--- src/rtl/color_pkg.sv ---
// Shared types and helpers for the colour channel selection path:
// mode encoding, converter depth and channel expansion.
package color_pkg;

   typedef enum logic [2:0] {
      MODE_GRAY   = 3'd0,
      MODE_R      = 3'd1,
      MODE_G      = 3'd2,
      MODE_B      = 3'd3,
      MODE_Y      = 3'd4,
      MODE_CR     = 3'd5,
      MODE_CB     = 3'd6,
      MODE_THRESH = 3'd7
   } mode_e;

   localparam int CONV_LATENCY = 3;

   // Left-justify a narrow colour field into 8 bits, zero-filling the LSBs.
   function automatic logic [7:0] expand_field(input logic [7:0] field, input int bits);
      expand_field = field << (8 - bits);
   endfunction

   function automatic logic [7:0] gray_of(input logic [7:0] r, input logic [7:0] g,
                                          input logic [7:0] b);
      logic [9:0] sum;
      sum     = {2'b00, r} + {2'b00, g} + {2'b00, b};
      gray_of = 8'((sum >> 2) + (sum >> 4) + (sum >> 6));
   endfunction

endpackage

--- src/rtl/rgb_to_ycrcb.sv ---
// Fixed-point RGB to YCrCb converter (full-range BT.601 style weights),
// three registered stages, no reset.
module rgb_to_ycrcb (
   input  logic       clk_in,
   input  logic [7:0] r_in,
   input  logic [7:0] g_in,
   input  logic [7:0] b_in,
   output logic [7:0] y_out,
   output logic [7:0] cr_out,
   output logic [7:0] cb_out
);

   logic [7:0]  r_d, g_d, b_d, r_q, g_q, b_q;
   logic [7:0]  y1_d, cr1_d, cb1_d, y1_q, cr1_q, cb1_q;
   logic [7:0]  y2_d, cr2_d, cb2_d, y2_q, cr2_q, cb2_q;
   logic [15:0] r_w, g_w, b_w;

   // The 32768 offset keeps chroma sums non-negative, so 16-bit wrap-around is exact.
   always_comb begin
      r_d   = r_in;
      g_d   = g_in;
      b_d   = b_in;
      r_w   = {8'd0, r_q};
      g_w   = {8'd0, g_q};
      b_w   = {8'd0, b_q};
      y1_d  = 8'((16'd77 * r_w + 16'd150 * g_w + 16'd29 * b_w) >> 8);
      cr1_d = 8'((16'd32768 + 16'd128 * r_w - 16'd107 * g_w - 16'd21 * b_w) >> 8);
      cb1_d = 8'((16'd32768 + 16'd128 * b_w - 16'd43 * r_w - 16'd85 * g_w) >> 8);
      y2_d  = y1_q;
      cr2_d = cr1_q;
      cb2_d = cb1_q;
   end

   always_ff @(posedge clk_in) begin
      r_q   <= r_d;
      g_q   <= g_d;
      b_q   <= b_d;
      y1_q  <= y1_d;
      cr1_q <= cr1_d;
      cb1_q <= cb1_d;
      y2_q  <= y2_d;
      cr2_q <= cr2_d;
      cb2_q <= cb2_d;
   end

   assign y_out  = y2_q;
   assign cr_out = cr2_q;
   assign cb_out = cb2_q;

endmodule

--- src/rtl/color_channel_select.sv ---
// Per-frame selectable single-channel extraction from packed RGB pixels with
// a fixed LATENCY-cycle alignment of pixel, valid, hcount and vcount.
module color_channel_select
   import color_pkg::*;
#(
   parameter int R_BITS  = 5,
   parameter int G_BITS  = 6,
   parameter int B_BITS  = 5,
   parameter int H_WIDTH = 11,
   parameter int V_WIDTH = 10,
   parameter int LATENCY = 3
) (
   input  logic                             clk_in,
   input  logic                             rst_in,
   input  logic [R_BITS+G_BITS+B_BITS-1:0]  rec_pixel,
   input  logic                             rec_valid,
   input  logic [H_WIDTH-1:0]               rec_hcount,
   input  logic [V_WIDTH-1:0]               rec_vcount,
   input  logic [2:0]                       selector,
   input  logic [7:0]                       threshold_in,
   output logic [7:0]                       result_pixel,
   output logic                             result_valid,
   output logic [H_WIDTH-1:0]               result_hcount,
   output logic [V_WIDTH-1:0]               result_vcount,
   output logic [2:0]                       active_mode
);

   localparam int PIX_BITS = R_BITS + G_BITS + B_BITS;
   localparam int DLY      = LATENCY - CONV_LATENCY;

   logic [7:0]         r8_s, g8_s, b8_s, direct_s;
   logic               frame_start_s;
   mode_e              mode_in_s;
   mode_e              active_mode_d, active_mode_q;
   logic [7:0]         thresh_d, thresh_q;

   logic               valid_d  [LATENCY];
   logic               valid_q  [LATENCY];
   logic [H_WIDTH-1:0] hcount_d [LATENCY];
   logic [H_WIDTH-1:0] hcount_q [LATENCY];
   logic [V_WIDTH-1:0] vcount_d [LATENCY];
   logic [V_WIDTH-1:0] vcount_q [LATENCY];

   mode_e              tag_d    [CONV_LATENCY];
   mode_e              tag_q    [CONV_LATENCY];
   logic [7:0]         direct_d [CONV_LATENCY];
   logic [7:0]         direct_q [CONV_LATENCY];
   logic [7:0]         thr_d    [CONV_LATENCY];
   logic [7:0]         thr_q    [CONV_LATENCY];

   logic [7:0]         y_s, cr_s, cb_s, sel_pixel_s, pix_out_s;

   // The frame-start pixel already uses the newly requested mode and threshold.
   always_comb begin
      r8_s          = expand_field(8'(rec_pixel[PIX_BITS-1 -: R_BITS]), R_BITS);
      g8_s          = expand_field(8'(rec_pixel[B_BITS +: G_BITS]), G_BITS);
      b8_s          = expand_field(8'(rec_pixel[0 +: B_BITS]), B_BITS);
      frame_start_s = rec_valid && (rec_hcount == {H_WIDTH{1'b0}})
                                && (rec_vcount == {V_WIDTH{1'b0}});
      if (frame_start_s) begin
         mode_in_s = mode_e'(selector);
         thresh_d  = threshold_in;
      end else begin
         mode_in_s = active_mode_q;
         thresh_d  = thresh_q;
      end
      active_mode_d = mode_in_s;
      case (mode_in_s)
         MODE_R:    direct_s = r8_s;
         MODE_G:    direct_s = g8_s;
         MODE_B:    direct_s = b8_s;
         MODE_GRAY: direct_s = gray_of(r8_s, g8_s, b8_s);
         default:   direct_s = gray_of(r8_s, g8_s, b8_s);
      endcase
   end

   always_comb begin
      valid_d[0]  = rec_valid;
      hcount_d[0] = rec_hcount;
      vcount_d[0] = rec_vcount;
      for (int k = 1; k < LATENCY; k++) begin
         valid_d[k]  = valid_q[k-1];
         hcount_d[k] = hcount_q[k-1];
         vcount_d[k] = vcount_q[k-1];
      end
      tag_d[0]    = mode_in_s;
      direct_d[0] = direct_s;
      thr_d[0]    = thresh_d;
      for (int k = 1; k < CONV_LATENCY; k++) begin
         tag_d[k]    = tag_q[k-1];
         direct_d[k] = direct_q[k-1];
         thr_d[k]    = thr_q[k-1];
      end
   end

   always_ff @(posedge clk_in) begin
      if (rst_in) begin
         active_mode_q <= MODE_GRAY;
         thresh_q      <= 8'd0;
         for (int k = 0; k < LATENCY; k++) valid_q[k] <= 1'b0;
         for (int k = 0; k < CONV_LATENCY; k++) tag_q[k] <= MODE_GRAY;
      end else begin
         active_mode_q <= active_mode_d;
         thresh_q      <= thresh_d;
         valid_q       <= valid_d;
         tag_q         <= tag_d;
      end
   end

   always_ff @(posedge clk_in) begin
      hcount_q <= hcount_d;
      vcount_q <= vcount_d;
      direct_q <= direct_d;
      thr_q    <= thr_d;
   end

   rgb_to_ycrcb u_conv (
      .clk_in (clk_in),
      .r_in   (r8_s),
      .g_in   (g8_s),
      .b_in   (b8_s),
      .y_out  (y_s),
      .cr_out (cr_s),
      .cb_out (cb_s)
   );

   // Output choice follows the per-pixel tag so a frame never switches mode midway.
   always_comb begin
      case (tag_q[CONV_LATENCY-1])
         MODE_Y:      sel_pixel_s = y_s;
         MODE_CR:     sel_pixel_s = cr_s;
         MODE_CB:     sel_pixel_s = cb_s;
         MODE_THRESH: sel_pixel_s = (y_s >= thr_q[CONV_LATENCY-1]) ? 8'hFF : 8'h00;
         default:     sel_pixel_s = direct_q[CONV_LATENCY-1];
      endcase
   end

   if (DLY == 0) begin : g_no_dly
      assign pix_out_s = sel_pixel_s;
   end else begin : g_dly
      logic [7:0] pix_d [DLY];
      logic [7:0] pix_q [DLY];

      always_comb begin
         pix_d[0] = sel_pixel_s;
         for (int k = 1; k < DLY; k++) pix_d[k] = pix_q[k-1];
      end

      always_ff @(posedge clk_in) begin
         pix_q <= pix_d;
      end

      assign pix_out_s = pix_q[DLY-1];
   end

   // Data stages carry no reset, so outputs are forced to zero whenever valid is low.
   always_comb begin
      if (valid_q[LATENCY-1]) begin
         result_pixel  = pix_out_s;
         result_hcount = hcount_q[LATENCY-1];
         result_vcount = vcount_q[LATENCY-1];
      end else begin
         result_pixel  = 8'd0;
         result_hcount = {H_WIDTH{1'b0}};
         result_vcount = {V_WIDTH{1'b0}};
      end
   end

   assign result_valid = valid_q[LATENCY-1];
   assign active_mode  = active_mode_q;

endmodule

--- config.mk ---
export PLATFORM = sky130hd
export DESIGN_NAME = color_channel_select
export DESIGN_NICKNAME = d
export VERILOG_FILES = /design/src/rtl/color_pkg.sv /design/src/rtl/rgb_to_ycrcb.sv /design/src/rtl/color_channel_select.sv
export SDC_FILE = /design/constraint.sdc
export NUM_CORES = 1
export LEC_CHECK = 0
export ABC_CLOCK_PERIOD_IN_PS = 6800
export CAP_MARGIN = 20
export CELL_PAD_IN_SITES_DETAIL_PLACEMENT = 1
export CELL_PAD_IN_SITES_GLOBAL_PLACEMENT = 1
export CORE_AREA = 2 2 151 153
export DETAILED_ROUTE_END_ITERATION = 8
export DIE_AREA = 0 0 153 155
export DONT_BUFFER_PORTS = 1
export GPL_TIMING_DRIVEN = 0
export PLACE_DENSITY = 0.8
export SYNTH_ARGS = -nofsm -noshare
export SYNTH_HDL_FRONTEND = slang
export SYNTH_SLANG_ARGS = --single-unit
--- constraint.sdc ---
create_clock -name clk_in -period 6.8 [get_ports clk_in]
set_clock_uncertainty 0.1 [all_clocks]
set_input_delay 2.04 -clock clk_in [delete_from_list [all_inputs] [get_ports clk_in]]
set_output_delay 2.04 -clock clk_in [all_outputs]
set_load 0.01 [all_outputs]
After elaboration in Yosys (flattened, before gate mapping) --
Cells that the tools add are included.
Word-level totals: input port bits 51, register bits after elaboration 195
Operators by class: multipliers 7, add/subtract/negate cells 12, muxes and demuxes 8, reductions and logical operators 4, equal/unequal tests 7, magnitude comparators 1
Operators by type and width (number):
- 7-bit by 6-bit multiplier with 13-bit output, first input constant | 3
- 16-bit by 15-bit adder with 16-bit output, first input constant | 2
- 8-bit one-hot mux with 4 select lines | 1
- 16-bit by 15-bit subtractor with 16-bit output | 2
- 8-bit two-way mux | 3
- 8-bit one-hot mux with 3 select lines | 1
- 5-bit by 5-bit multiplier with 10-bit output, first input constant | 2
- 15-bit by 16-bit adder with 16-bit output | 1
- 16-bit by 13-bit adder with 16-bit output | 1
- 16-bit by 13-bit subtractor with 16-bit output | 1
- 16-bit by 14-bit subtractor with 16-bit output | 1
- 3-bit == test, second input constant | 4
- 7-bit by 5-bit multiplier with 12-bit output, first input constant | 1
- 11-bit logical NOT | 1
- 6-bit by 5-bit multiplier with 11-bit output, first input constant | 1
- 11-bit two-way mux | 1
- 9-bit by 8-bit adder with 10-bit output | 1
- 10-bit logical NOT | 1
- 10-bit two-way mux | 1
- 8-bit by 8-bit adder with 9-bit output | 1
- 8-bit by 4-bit adder with 8-bit output | 1
- 8-bit by 6-bit adder with 8-bit output | 1
- 8-bit >= comparator | 1
- 3-bit by 2-bit == test with 1-bit output, second input constant | 2
- 3 further kinds | 4

Depth between registers and ports, before layout --
word-level depth 6, mapped depth 21, mapped depth without buffers 21

Modules after synthesis --
Synthesis repeated with hierarchy kept, for this count alone.
Unflattened totals: cells, all modules 1216, area total of the unflattened synthesis 13175.1 um^2
By module, submodules not included:
- rgb_to_ycrcb | seq. area each 1441.4 um^2, instances 1, area an instance 8770.9 um^2, cells an instance 845
- color_channel_select | seq. area each 2622.5 um^2, instances 1, area an instance 4404.2 um^2, cells an instance 371

Least setup slack after synthesis --
Ideal clock, no wire load.
path kind input port to flip-flop, start point input rec_pixel[1], end point register direct_q (netlist bit direct_d[14]), data required time 6.567 ns, setup slack 1.145 ns, stages 16, setup time 0.133 ns, arrival time 5.422 ns, path buffers 0, path through fa_1 > ha_1 > fa_1 > a21o_1 > a21oi_1 > xnor2_1 > inv_1 > fa_1 > inv_1 > ha_1 > a21o_1 > a21oi_1 > o21bai_1 > a21oi_1 > xor2_1 > o21ai_0
RTL lines:
- start, declared | RTL line color_channel_select.sv:15 | input logic [R_BITS+G_BITS+B_BITS-1:0] rec_pixel,
- end signal, assigned | RTL line color_channel_select.sv:113 | direct_q <= direct_d;
- end, declared | RTL line color_channel_select.sv:47 | logic [7:0] direct_q [CONV_LATENCY];

Worst setup path in the final report --
start point register u_conv.g_q[6], end point register u_conv.cr1_q[7]
Between the ends: longest elaborated chain between the ends 3
Ends and longest elaborated chain:
- start, declared | RTL line rgb_to_ycrcb.sv:13 | logic [7:0] r_d, g_d, b_d, r_q, g_q, b_q;
- start signal, assigned | RTL line rgb_to_ycrcb.sv:36 | g_q <= g_d;
- 7-bit by 6-bit multiplier with 13-bit output | RTL line rgb_to_ycrcb.sv:27 | cr1_d = 8'((16'd32768 + 16'd128 * r_w - 16'd107 * g_w - 16'd21 * b_w) >> 8);
- 16-bit by 15-bit subtractor with 16-bit output | RTL line rgb_to_ycrcb.sv:27
- 16-bit by 13-bit subtractor with 16-bit output | RTL line rgb_to_ycrcb.sv:27
- net u_conv.cr1_d[7] | RTL line rgb_to_ycrcb.sv:14 | logic [7:0] y1_d, cr1_d, cb1_d, y1_q, cr1_q, cb1_q;
- end signal, assigned | RTL line rgb_to_ycrcb.sv:39 | cr1_q <= cr1_d;
- end, declared | RTL line rgb_to_ycrcb.sv:14
The timed path passes the listed nets, and every way through them passes these cells. A chain may end at the register's enable or synchronous reset.

==> impl_results.md <==
* Sw frac at 41.6%
* Met2 Use GR at 42.5%
* Max clock buf depth at 2
* Register area share after synthesis at 35.0%
* Min-delay src: u_conv.cb1_q[2]
* Initial Util at 50.2%
* Period utilization at roughly 84%
* Area Overhead vs Synth at 8.70%
* R2R cell count at 21
* Io pins at 84
* GRT Total Usage at 23.5%
* Fmax achieved at 0.174 GHz
* Syn_area_per_cell at between 10 and 15 um^2
* Register share of total power at 29.0%
* Max Cap Viol at 0
* Min setup slack post-route at ~1.1 ns
* Hold endpoint: u_conv.cb_out[2]
* CP startpoint: u_conv.g_q[6]
* FFs w/ async S/R, synth at 0%
* Compound-Gate Fraction of Synth Area at 10.5%
* Worst hold margin at 0.223 ns
* Postcts setup bufs at 0
* Fin Setup TNS at 0 ns
* P_leak at approximately 0.0058 uW
* Clk pwr share at 19.0%
* WHS Path Cells at 0
* Number of global-route vias before repair at approximately 8400
* Top Usage Layer GRT: met2
* Hold Buf Count CTS at 0
* Main synth FF type: dfxtp_1
* Post-route total power at 5400 uW
* Reg-to-Reg Start: u_conv.g_q[6]
* Mapped Cells at 1077
* Min Tclk post-route at 5.74 ns
* Layout Nets at 1400
* First-pass GRT wire length at 43800 um
* Worst IR Drop VDD at 254 uV
* M1 GR Usage at between 20% and 30%
* Final Max Tran Viols at 0
* Row count at 55
* Netlist cell types at 59
* Largest cells by area after synthesis: dfxtp_1 35%, ha_1 22%, fa_1 9.7%
* Logic gate share of total power at a little over half
* Syn_nets at around 1400
* R2R Setup Slk at 1.06 ns
* Post-synthesis mux area share at 2.16%
* Number of synthesized flops with an enable pin at 0
* PD cells at about 450 nW/um^2
* GPL Wtd Cong at 0.828
* Number of diodes at 0
* Critical path startpoint category: register
* Initial antenna violation count at 0
* Initial DRC count at 233
* CTS tree: built
* Least-Margin Pin Slew at 0.963 ns
* Net Sw Power at 2250 uW
* Most common cell in the synthesized netlist: ha_1
* XOR/XNOR Fraction of Synth Area at 5.57%
* DRC at 0
* Met3 usage at 4.23%
* Max_slew headroom at a little over a third
* Routed Antenna Nets at 0
* Share of layout cells above drive strength 1 at 5.23%
* Ys Warns at 0
* Pre-antenna DRT Iters at 4
* Clk_lat worst skew at 0.43 ns
* Die Y at 155 um
* PortBufs at 0
* Core area at 22200 um^2
* Top cell type's share of synthesized area at between 30% and 40%
* Vias/cell at 5.40
* Clk root buf: clkbuf_16
* Clock Sinks at 195
* Worst Path Required at 7.06 ns
* Post-synth top area cell: dfxtp_1
* Die area at ~24000 um^2
* Wire length per cell at 19.2 um
* Post-synthesis simple-gate area fraction at between 8 and 9%
* CP max FO at 8
* Routed WL at 26800 um
* Top cells by count, synth: 199 x ha_1, 195 x dfxtp_1, 151 x inv_1
* Die Width at 153 um
* Main combinational cell family by area after synthesis: adder cells
* # setup viols final at 0
* Worst r2r dst: u_conv.cr1_q[7]
* Synthesized flop and latch total at 195
* Setup repair after global routing missed its margin: false
* WS Path Type: reg -> reg
* Post-Place Worst Slack at 0.789 ns
* Vias at 7529
* Post-synthesis cell area at 11200 um^2
* Status: finished, final reports clean
* Post-Synth Adder-Cell Area at 32.0%
* Grt ovf at 0
* Worst-path clk slew at 0.08 ns
* CTS resizes at 0
* Critical Path AT at about 6 ns
* Largest net degree at the start of global routing at 20
* Internal at roughly 3200 uW
* CTS Buf Count at 17
* Final Util at roughly 55%
* CTS H-tree lvls at 4
* CP endpoint kind: register
* Fin. Hold Viols at 0
* HP Class: reg -> reg
* Dpl hpwl at 20900 um
[layout make-up]
class,instances,area (um^2)
multi-input cells,717,6610
flip-flops and latches,195,3900
inverters,151,567
well taps,285,357
fillers,2430,10100
clock buffers,19,453
plain buffers,14,78.8
clock inverters,13,161
[critical path, stage by stage (launching register included)]
cell     delay (ns)
dfxtp_1        0.64
ha_1           0.37
ha_1           0.29
inv_1          0.05
fa_1           0.50
inv_1          0.07
ha_1           0.29
a21o_1         0.19
a21oi_1        0.26
nor2b_1        0.08
o21ai_0        0.28
a211o_1        0.26
xnor2_1        0.11
fa_1           0.51
inv_1          0.05
ha_1           0.35
a21o_1         0.23
nor3_1         0.19
nand3_1        0.18
a31o_2         0.29
a21oi_1        0.21
xnor2_1        0.15
[sequential cells by signal, indices dropped and copies added, names as in the netlist, 2 cells and up]
register and cells:
hcount_d 22, vcount_d 20, direct_d 16, thr_d 16, hcount_q 11, vcount_q 10
direct_q 8, thr_q 8, thresh_q 8, u_conv.cb1_q 8, u_conv.cb_out 8, u_conv.cr1_q 8
u_conv.cr_out 8, u_conv.y1_q 8, u_conv.y_out 8, tag_d 6, u_conv.g_q 6, u_conv.b_q 5
u_conv.r_q 5, tag_q 3, valid_d 2
[worst max-delay path by stage]
| stage | depth (start not counted) | slack (ns) | endpoint |
|---|---|---|---|
| after global placement | 16 | 0.88 | direct_d[14] |
| after global routing | 20 | 0.72 | u_conv.cr1_q[7] |
| after floorplan | 16 | 1.14 | direct_d[14] |
| after detailed placement | 16 | 0.79 | direct_d[14] |
| after CTS | 21 | 1.08 | u_conv.cr1_q[7] |
| final | 21 | 1.06 | u_conv.cr1_q[7] |
[cell families after synthesis]
logic type               count (synthesis)
adder cells (fa/ha/maj)                253
flip-flops                             195
AO/OA/AOI/OAI                          187
AND/OR/NAND/NOR                        183
buffers and inverters                  165
XOR/XNOR                                71
multiplexers                            23
[cells in the final DEF (no fill, tap or decap), types with 3 or more instances in the layout]
master     count
nor4_1         7
nor2_1        45
clkbuf_16     17
o21ai_0       44
nor2b_1       31
nor3_1        19
o21ai_1        3
a21oi_1       54
clkbuf_1       7
nand2_1       18
ha_1         199
o21bai_1       8
a31oi_1       15
a21o_1        14
o21a_1        11
a31o_2         3
mux2_2         9
clkinv_4       3
a211o_1        4
inv_1        151
a211oi_1       4
dfxtp_1      195
xor2_1        25
buf_4          3
mux2i_1       14
nand3_1        7
inv_8          5
a22oi_1        4
o211ai_1       4
o221ai_1       4
and2_1        28
fa_1          54
nand2b_1       9
xnor2_1       46
[per-stage QoR]
stage / cell area (um^2) / cells
5_1_grt: 12100 / 1394
6_report: 12100 / 1394
3_3_place_gp: 11500 / 1362
2_1_floorplan: 11200 / 1077
3_5_place_dp: 11500 / 1362
4_1_cts: 12100 / 1394
[power by group through the flow]
stage / sequential, uW / clock [uW] / combinational [uW]
global route: 1580 / 1090 / 3160
floorplan: 1510 / 0 / 2060
finish: 1570 / 1030 / 2810
global placement: 1560 / 0 / 2640
detailed placement: 1570 / 0 / 2740
CTS: 1570 / 1040 / 2830
[layer usage]
layer  part of all wire [%]  vias up
li1                       -     3684
met1                     42     3673
met2                     51      129
met3                    4.2       43
met4                    3.1        0
met5                      0        -
No activity file was read; power rests on OpenSTA's default activity.
